<file path="config.mk">
export PLATFORM = sky130hd
export DESIGN_NAME = grid_frame_sequencer
export DESIGN_NICKNAME = d
export VERILOG_FILES = /design/src/rtl/grid_frame_sequencer.sv
export SDC_FILE = /design/constraint.sdc
export NUM_CORES = 1
export LEC_CHECK = 0
export BUFFER_PORTS_ARGS = -buffer_cell sky130_fd_sc_hd__buf_2
export CORE_ASPECT_RATIO = 1.4
export CORE_UTILIZATION = 47
export CTS_CLUSTER_SIZE = 24
export DETAILED_ROUTE_END_ITERATION = 10
export PLACE_DENSITY = 0.62
export SLEW_MARGIN = 15
export SYNTH_ARGS = -nofsm -noshare
export SYNTH_HDL_FRONTEND = slang
export SYNTH_SLANG_ARGS = --single-unit
export TNS_END_PERCENT = 30
</file>
<file path="constraint.sdc">
create_clock -name clk -period 3.15 [get_ports clk]
set_clock_uncertainty 0.05 [all_clocks]
set_input_delay 0.4725 -clock clk [delete_from_list [all_inputs] [get_ports clk]]
set_output_delay 0.4725 -clock clk [all_outputs]
set_load 0.05 [all_outputs]
</file>
<file path="src/rtl/grid_frame_sequencer.sv">
// -----------------------------------------------------------------------------
// grid_frame_sequencer
//
// Walks the combinational snake/food grid mapper one row at a time and captures
// each 16-bit column pattern into the back half of a double-buffered 16x16
// frame store. When the last row has been captured, the buffers swap in a
// single cycle. The LED-matrix driver therefore only ever sees complete frames.
//
// Parameters
//   ROWS    rows scanned per frame (1..16); rows >= ROWS are never written
//   SETTLE  wait cycles after grid_row changes before grid_col is used (>= 1)
//
// Ports
//   clk        system clock
//   reset_n    synchronous active-low reset
//   start      single-cycle request to build a new frame
//   busy       high while a frame build is in progress (SETTLE/CAPTURE/SWAP)
//   done       one-cycle pulse in the cycle the new frame becomes visible
//   grid_row   row index driven to the mapper (zero-extended 4-bit counter)
//   grid_col   mapper result for grid_row, bit 15 = column 0
//   disp_row   row requested by the display driver
//   disp_col   registered front-buffer contents of disp_row (1-cycle latency)
//   dbg_state  current FSM state, for checkers and debug
//
// Handshake: start is a fire-and-forget pulse with no ready. A start that
// arrives while busy (including the SWAP cycle) is remembered in a 1-deep
// pending flag; further starts merge into that flag. done marks the frame
// boundary; busy stays high across back-to-back frames.
// -----------------------------------------------------------------------------
module grid_frame_sequencer #(
  parameter int ROWS   = 16,
  parameter int SETTLE = 2
) (
  input  logic        clk,
  input  logic        reset_n,
  input  logic        start,
  output logic        busy,
  output logic        done,
  output logic [15:0] grid_row,
  input  logic [15:0] grid_col,
  input  logic [3:0]  disp_row,
  output logic [15:0] disp_col,
  output logic [1:0]  dbg_state
);

  typedef enum logic [1:0] {
    S_IDLE    = 2'd0,
    S_SETTLE  = 2'd1,
    S_CAPTURE = 2'd2,
    S_SWAP    = 2'd3
  } state_e;

  localparam logic [3:0] LAST_ROW    = 4'(ROWS - 1);
  localparam logic [7:0] SETTLE_LAST = 8'(SETTLE - 1);

  state_e      state_q, state_d;
  logic [3:0]  row_q, row_d;
  logic [7:0]  settle_q, settle_d;
  logic        front_q, front_d;
  logic        pending_q, pending_d;
  logic        wr_en;
  logic [15:0] frame_q [2][16];
  logic [15:0] disp_col_q;

  always_comb begin
    state_d   = state_q;
    row_d     = row_q;
    settle_d  = settle_q;
    front_d   = front_q;
    pending_d = pending_q;
    wr_en     = 1'b0;
    done      = 1'b0;
    busy      = 1'b1;

    case (state_q)
      S_IDLE: begin
        busy = 1'b0;
        // pending can only be set here if a start landed in the SWAP cycle
        // of a frame that had nothing else queued; honour it now.
        if (start || pending_q) begin
          row_d     = 4'd0;
          settle_d  = 8'd0;
          pending_d = 1'b0;
          state_d   = S_SETTLE;
        end
      end

      S_SETTLE: begin
        if (settle_q == SETTLE_LAST) begin
          state_d = S_CAPTURE;
        end else begin
          settle_d = settle_q + 8'd1;
        end
      end

      S_CAPTURE: begin
        wr_en = 1'b1;
        if (row_q == LAST_ROW) begin
          state_d = S_SWAP;
        end else begin
          row_d    = row_q + 4'd1;
          settle_d = 8'd0;
          state_d  = S_SETTLE;
        end
      end

      S_SWAP: begin
        front_d = ~front_q;
        done    = 1'b1;
        // The queued request is consumed here; a start in this very cycle
        // becomes the new queued request.
        pending_d = start;
        if (pending_q) begin
          row_d    = 4'd0;
          settle_d = 8'd0;
          state_d  = S_SETTLE;
        end else begin
          state_d = S_IDLE;
        end
      end

      default: state_d = S_IDLE;
    endcase

    if (start && (state_q == S_SETTLE || state_q == S_CAPTURE)) begin
      pending_d = 1'b1;
    end
  end

  always_ff @(posedge clk) begin
    if (!reset_n) begin
      state_q    <= S_IDLE;
      row_q      <= 4'd0;
      settle_q   <= 8'd0;
      front_q    <= 1'b0;
      pending_q  <= 1'b0;
      disp_col_q <= 16'd0;
      for (int b = 0; b < 2; b++) begin
        for (int r = 0; r < 16; r++) begin
          frame_q[b][r] <= 16'd0;
        end
      end
    end else begin
      state_q    <= state_d;
      row_q      <= row_d;
      settle_q   <= settle_d;
      front_q    <= front_d;
      pending_q  <= pending_d;
      // Read uses the current front, so a swap is seen on the next read.
      disp_col_q <= frame_q[front_q][disp_row];
      if (wr_en) begin
        frame_q[~front_q][row_q] <= grid_col;
      end
    end
  end

  assign grid_row  = {12'd0, row_q};
  assign disp_col  = disp_col_q;
  assign dbg_state = state_q;

endmodule

</file>
Yosys cells after proc, flatten, opt, wreduce, memory -nomap -nowiden
Memories as Yosys holds them, arrays and structs flattened. A register that Yosys moved wholly into a read port is not among the register bits.
Index checks and enable logic that the tools add are counted.
{"block": "totals", "regBits": 32, "latch_bits": 0, "ramBits": 512, "mem_bits_ro": 0, "inputBits": 23, "out_inout_bits": 36, "wordCells": 72, "memories": 1}
{"memory": "frame_q", "depth": 2, "width": 256, "rd": 1, "rd_ports_with_merged_regs": 1, "write_ports": 2, "line_no": "62", "source": "logic [15:0] frame_q [2][16];"}
{"block": "op_classes", "n_addsub": 2, "multipliers": 0, "n_div": 0, "order_cmp": 3, "n_eq_ne": 11, "n_shift": 0, "muxes": 34, "bitwise": 3, "reduce_logical": 12}
{"cell": "2-to-1 mux 256 bit", "n": 3}
{"cell": "OR reduction 256 bit", "n": 1}
{"cell": "binary-select mux 16 bit (select 4 bit)", "n": 1}
{"cell": "demux 16 bit (select 4 bit)", "n": 1}
{"cell": "2-to-1 mux 16 bit", "n": 3}
{"cell": "2-to-1 mux 8 bit", "n": 4}
{"cell": "one-hot mux 8 bit (4 select lines)", "n": 1}
{"cell": "2-to-1 mux 1 bit", "n": 12}
{"cell": "2-to-1 mux 4 bit", "n": 3}
{"cell": "one-hot mux 4 bit (3 select lines)", "n": 1}
{"cell": ">= comparator 5 bit, second input constant", "n": 2}
{"cell": "!= test 2 bit, second input constant", "n": 5}
{"cell": "NOT 4 -> 5 bit", "n": 2}
{"cell": "adder 8 x 1 -> 8 bit, second input constant", "n": 1}
{"cell": "== test 8 x 1 -> 1 bit, second input constant", "n": 1}
{"cell": "one-hot mux 2 bit (4 select lines)", "n": 1}
{"cell": "AND reduction 4 bit", "n": 2}
{"cell": "2-to-1 mux 2 bit", "n": 3}
{"cell": "nonzero test 3 bit", "n": 2}
{"cell": "less-than comparator 5 x 1 -> 1 bit, second input constant", "n": 1}
{"cell": "adder 4 x 1 -> 4 bit, second input constant", "n": 1}
{"cell": "== test 2 bit, second input constant", "n": 2}
{"cell": "== test 4 bit, second input constant", "n": 1}
{"cell": "AND reduction 2 bit", "n": 2}
{"cell": "7 further kinds", "n": 9}

Logic depth before layout (Yosys ltp)
Gate-level depths: netlist (run 1).
{"block": "depth", "ltp_word": 8, "mapped_depth": 7, "ltp_nobuf": 7}

Worst setup path before layout (run 1)
OpenSTA, ideal clock, no wires.
{"block": "synth_path", "path_type": "reg2reg", "start": "register row_q[0]", "end": "memory frame_q[1][100] in the netlist's numbering (enable)", "arrival_ns": 2.821, "required_time_ns": 2.706, "path_slack_ns": -0.116, "path_stages_with_launch": 8, "n_path_buf": 1, "period_less_slack_ns": 3.266, "path_cell_list": "dfxtp_1 > inv_1 > ha_1 > nor4_1 > nor2_1 > mux2_2 > clkbuf_1 > a21oi_1"}
{"item": "start, declared", "line_no": "57", "source": "logic [3:0] row_q, row_d;"}
{"item": "start signal, assigned", "line_no": "145", "source": "row_q <= row_d;"}
{"item": "end, declared", "line_no": "62"}

==> results of run 1 <==
[layout make-up]
type,count,share of cell area [%]
inverters,9,0.129
clock inverters,31,0.917
repair buffers,126,3.64
clock buffers,63,5.23
multi-input cells,712,25.8
flip-flops and latches,545,61.2
well taps,637,3.04
[worst max-delay path: stages (launching register included)]
cell and delay [ps]:
dfxtp_1 370, inv_1 110, ha_1 440, nand2_1 120, nor2_2 170, mux2_2 540, a21oi_2 240, buf_4 290
[per-layer routing]
layer | GRT usage (%) | wire length, um
met5 | 0 | 0
met1 | 27.9 | 21700
met2 | 40.8 | 29600
met3 | 2.05 | 1920
met4 | 6.73 | 1410
[state kept, by name (all words and copies together), names as in the netlist, named ones only]
name and flops:
dbg_state 2, disp_col 16, frame_q 512, front_q 1, pending_q 1, row_q 4
settle_q 8
[power by group through the flow]
| stage | Clock, mW | Combinational (mW) | Sequential [mW] |
|---|---|---|---|
| 2_1_floorplan | 0 | 1.43 | 9.37 |
| 3_3_place_gp | 0 | 2.27 | 9.31 |
| 3_5_place_dp | 0 | 2.30 | 9.37 |
| 4_1_cts | 6.06 | 2.31 | 9.21 |
| 5_1_grt | 6.30 | 2.42 | 9.28 |
| 6_report | 5.96 | 2.27 | 9.20 |
[logic make-up after synthesis]
family / count (synthesis)
other: 1
multiplexers: 179
XOR/XNOR: 5
adder cells (fa/ha/maj): 10
flip-flops: 545
AND/OR/NAND/NOR: 405
AO/OA/AOI/OAI: 101
buffers and inverters: 112
[worst paths after layout]
| check | from | to | slack (ps) |
|---|---|---|---|
| max | dbg_state[0]$_SDFFE_PN0P_ | frame_q[1][202]$_DFFE_PP_ | 480 |
| min | start | pending_q$_SDFFE_PN0P_ | 140 |
| max reg2reg | dbg_state[0]$_SDFFE_PN0P_ | frame_q[1][202]$_DFFE_PP_ | 480 |
| min reg2reg | settle_q[7]$_SDFFE_PN0P_ | settle_q[7]$_SDFFE_PN0P_ | 480 |
[placed cells by master (no fill, tap or decap), types with 29 or more instances in the layout]
cell / synthesis / final
edfxtp_1: 512 / 512
nor2_1: 32 / 31
and2_1: 293 / 293
dfxtp_1: 33 / 32
mux2_2: 40 / 40
nand2_1: 29 / 29
buf_2: 13 / 44
buf_4: 23 / 72
clkbuf_16: 0 / 51
mux4_2: 128 / 128
[through the flow]
step	setup TNS [ps]	worst slack, ps
finish	0	483
detailed placement	0	528
floorplan	-20440	-116
global route	0	317
CTS	0	500
global placement	0	543
==> qor.csv, run 1 <==
metric,value,unit
outcome,"complete, no violations",
first_iter_violations,937,
synthToLayoutAreaGrowth,12.6,%
clk_pin_slew,70,ps
powerDensity,666,nW/um2
netlist.area_leader.share,66.1,%
grt_overflow,0,
post-cts-setup-buffers,0,
worst_pin_slew,1000,ps
hold_buffers,0,
core,48900,um2
antenna_found_initial,1,
async_flop_share,0,%
p_leak,9.32,nW
io_pins,59,
cp.arrival,2880,ps
critPathMaxFanout,15,
stdcell_area,26200,um2
synth_compound_gate_area_share,2.86,%
internal_power,13.1,mW
multi_input_area,6760,um2
cts_tree,built,
maxSlewHeadroom,32.9,%
hold_path_class,input port to flop,
via_per_inst,5.69,
maxCapViolCount,0,
fp-row-count,96,
globalplace.congestion,0.821,
synth.top_cells.by_count,"edfxtp_1 (512), and2_1 (293), mux4_2 (128), clkbuf_1 (54), mux2_2 (40)",
swShare,24.8,%
maxClockFrequency,375,MHz
ys_warn_count,0,
min_path_cells,3,
cts.sinks,545,
fin_crit_sh,84.7,%
synth_top_family_by_area,multiplexers,
synth_top_area_cell,edfxtp_1,
syn_area_per_cell,17.1,um2
synth_cell_types,46,
synth_ff_type,edfxtp_1,
grt_pass1_wl,81.6,mm
die_w,190,um
yosysMostFrequentCell,edfxtp_1,
synthSimpleGateAreaFrac,10.2,%
yosys.area_share.adder,0.538,%
root_buffer,clkbuf_16,
die_area,50400,um2
instances_no_fill,2123,
p_total,17.4,mW
post_drt_wl_per_cell,25.7,um
drt_wl_total,54.6,mm
grt_max_degree,42,
finalCoreUtilization,53.6,%
endpoint_kind,flop,
vias,12100,
placed_cell_area,24600,um2
synthesis.area,23300,um2
ir_drop,0.000446,V
reg2reg_depth,7,
synth_edf_count,512,
postRouteAntennaNets,0,
maxSlewViolCount,0,
start_util,47.6,%
cts_inserted_buffers,50,
ys_seq_area_share,68.9,%
synthXorXnorAreaFrac,0.188,%
synth.area.mux_share,14.8,%
crit_type,flop to flop,
period_needed,2670,ps
layout.nets,1477,
finalHoldViolCount,0,
cts_resized,0,
pwr-share-seq,52.8,%
dpl.cell_count,2029,
drive_gt1_share,26.3,%
clkPwrFrac,34.2,%
worst_setup_path_start_kind,flop,
combPwrFrac,13.0,%
clk_latency,580,ps
seq_area,16000,um2
hold_ws,144,ps
grt_use_total,22.3,%
cts_max_path_buffers,3,
drtPass1Iterations,5,
final.fill_count,3912,
grt_pass1_vias,12800,
rsz0062_at_grt,no,
antenna_cells,0,
switchingPower,4.32,mW
ys_ff_latch,545,
yosys-top-cells-area,"edfxtp_1 (66%), mux4_2 (12%), and2_1 (7.9%)",
cts_max_level,2,
setup_viol,0,
portBuffers,46,
drc_errors,0,
dp_hpwl,37.2,mm
dieHeight,265,um
synthCells,1358,
worstPathRequired,3360,ps
(Power assumes the default switching activity.)
==> inputs of run 2 (changes only) <==
--- a/config.mk
+++ b/config.mk
@@ -5,12 +5,13 @@
 export SDC_FILE = /design/constraint.sdc
 export NUM_CORES = 1
 export LEC_CHECK = 0
+export ABC_AREA = 1
 export BUFFER_PORTS_ARGS = -buffer_cell sky130_fd_sc_hd__buf_2
 export CORE_ASPECT_RATIO = 1.4
 export CORE_UTILIZATION = 47
 export CTS_CLUSTER_SIZE = 24
 export DETAILED_ROUTE_END_ITERATION = 10
-export PLACE_DENSITY = 0.62
+export PLACE_DENSITY = 0.64
 export SLEW_MARGIN = 15
 export SYNTH_ARGS = -nofsm -noshare
 export SYNTH_HDL_FRONTEND = slang
==> constraint.sdc (replaced) <==
create_clock -name clk -period 2.3 [get_ports clk]
set_clock_uncertainty 0.05 [all_clocks]
set_input_delay 0.345 -clock clk [delete_from_list [all_inputs] [get_ports clk]]
set_output_delay 0.345 -clock clk [all_outputs]
set_load 0.05 [all_outputs]
==> qor.csv, run 2 <==
metric,value,unit
synthToLayoutAreaGrowth,17.4,%
vias,18300,
max_stage_delay,360,ps
crit_slowest_cell,dfxtp_4,
async_flop_share,0,%
drc_errors,0,
crit_family,simple AND/OR/NAND/NOR gates,
grt_max_degree,129,
worstPathRequired,2550,ps
instances_no_fill,3217,
yosys-top-cells-area,"edfxtp_1 (63%), nand2_1 (11%), nand3_1 (7.4%)",
synth_edf_count,512,
setup_viol,8,
grt_pass1_vias,18000,
drive_gt1_share,16.4,%
via_per_inst,5.70,
die_w,194,um
regMostFlops,frame_q,
first_iter_violations,1993,
fin_crit_sh,100,%
crit_type,flop to flop,
mostFrequentLayoutCells,"nand2_1 (694), edfxtp_1 (512), nor2_1 (371), nand3_1 (361), buf_4 (112)",
dpl.cell_count,3119,
maxSlewHeadroom,48.8,%
hold_path_class,input port to flop,
netlist.area_leader.share,63.3,%
fp-row-count,98,
root_buffer,clkbuf_16,
final.fill_count,4357,
cts_max_level,2,
dp_hpwl,50.3,mm
die_area,52600,um2
cts_max_path_buffers,3,
p_leak,11.2,nW
cts_inserted_buffers,51,
synth_top_area_cell,edfxtp_1,
clkPwrFrac,32.9,%
grt_overflow,0,
crit_buf_inv,3,
postRouteAntennaNets,0,
syn_area_per_cell,10.1,um2
combPwrFrac,17.5,%
hold_ws,187,ps
synth_ff_type,edfxtp_1,
synth.top_cells.by_count,"nand2_1 (721), edfxtp_1 (512), nor2_1 (389), nand3_1 (361), clkbuf_1 (83)",
switchingPower,7.23,mW
yosysMostFrequentCell,nand2_1,
ir_drop,0.000674,V
core,51000,um2
clk_latency,590,ps
clk_pin_slew,60,ps
globalplace.congestion,0.929,
critPathMaxFanout,31,
outcome,finished with violations,
antenna_found_initial,0,
largest_register_ffs,512,
finalHoldViolCount,0,
pwr-share-seq,49.5,%
powerDensity,901,nW/um2
ys_ff_latch,545,
grt_use_total,28.6,%
maxCapViolCount,0,
endpoint_kind,flop,
synthesis.area,24300,um2
ys_seq_area_share,66.0,%
maxClockFrequency,433,MHz
io_pins,59,
path_cells,inv_1 -> ha_2 -> o211ai_1 -> nand2_1 -> nor2_2 -> nand2_4 -> buf_16 -> nand2_1 -> nand2_2 -> nor2_4 -> clkbuf_16,
period_needed,2310,ps
layout.nets,2559,
maxSlewViolCount,0,
drt_wl_total,75.5,mm
rsz0062_at_grt,yes,
final_common_cell,nand2_1,
worst_pin_slew,768,ps
post_drt_wl_per_cell,23.5,um
crit_path_frequent_cell,nand2_1,
fin_ws,-7.79,ps
cp.arrival,2560,ps
portBuffers,46,
ys_warn_count,0,
synth_cell_types,30,
cts.sinks,545,
cts_tree,built,
swShare,28.1,%
synthCells,2407,
drtPass1Iterations,6,
violations,negative setup slack,
internal_power,18.5,mW
finalCoreUtilization,55.9,%
dieHeight,271,um
start_util,47.6,%
worst_setup_path_start_kind,flop,
grt_pass1_wl,110,mm
run 2: what timing repair did:
action	4_1_cts	5_1_grt
pin swaps	1	2
resized for setup	7	14
setup buffers	2	0
hold endpoints to repair	1	0
cloned	0	1
hold buffers	1	0
endpoints found under the setup margin	603	538
run 2: worst register-to-register path, stage by stage (launching register included):
cell,delay [ps]
dfxtp_4,360
inv_1,70
ha_2,220
o211ai_1,190
nand2_1,90
nor2_2,180
nand2_4,90
buf_16,210
nand2_1,150
nand2_2,60
nor2_4,150
clkbuf_16,200
run 2: power groups by stage:
stage / clock network [mW] / registers [mW] / logic (mW)
4_1_cts: 8.53 / 12.7 / 4.42
3_3_place_gp: 0 / 12.9 / 4.31
3_5_place_dp: 0 / 12.9 / 4.39
5_1_grt: 8.85 / 12.8 / 4.79
6_report: 8.46 / 12.7 / 4.50
2_1_floorplan: 0 / 12.9 / 2.31
run 2: cells by family after synthesis:
family / synth area share, %
and+or+nand+nor: 27.1
DFF: 66.0
buffers and inverters: 4.64
AOI/OAI and AO/OA: 1.62
adders and majority gates: 0.515
xor gates and xnor gates: 0.108
other: 0.0154
run 2: through the flow:
stage / TNS [ps] / power [mW] / instance area (um2) / setup WS, ps
4_1_cts: 0 / 25.7 / 28400 / 9.82
6_report: -39.8 / 25.7 / 28500 / -7.79
2_1_floorplan: -28320 / 15.3 / 24600 / -152
3_3_place_gp: -84040 / 17.2 / 26700 / -247
3_5_place_dp: -92990 / 17.3 / 26700 / -261
5_1_grt: -17690 / 26.4 / 28500 / -118
run 2: layout make-up:
| class | count | area (um2) | share of cell area, % |
|---|---|---|---|
| sequential | 545 | 16100 | 56.3 |
| multi-input combinational | 1639 | 7420 | 26.0 |
| timing repair buffer | 221 | 2310 | 8.09 |
| clock buffer | 62 | 1360 | 4.77 |
| tap | 650 | 813 | 2.85 |
| clock inverter | 30 | 283 | 0.992 |
| inverter | 68 | 265 | 0.931 |
| antenna | 2 | 5.00 | 0.0176 |
run 2: path summary, 6_finish.rpt:
check | slack (ps) | end | startpoint | cells after the start
max | -8 | frame_q[1][53]$_DFFE_PP_ | row_q[0]$_SDFFE_PN0P_ | 11
min | 190 | frame_q[0][254]$_SDFFCE_PN0P_ | grid_col[14] | 3
max reg2reg | -8 | frame_q[1][53]$_DFFE_PP_ | row_q[0]$_SDFFE_PN0P_ | 11
min reg2reg | 410 | settle_q[4]$_SDFFE_PN0P_ | settle_q[4]$_SDFFE_PN0P_ | 2
run 2: layer usage:
layer  share of wire, %  GRT usage, %  vias up
li1                   -             -     8291
met1                 36          33.4     8905
met2                 50          50.0      930
met3                7.4          3.50      223
met4                6.5          17.6        0
met5                  0             0        -
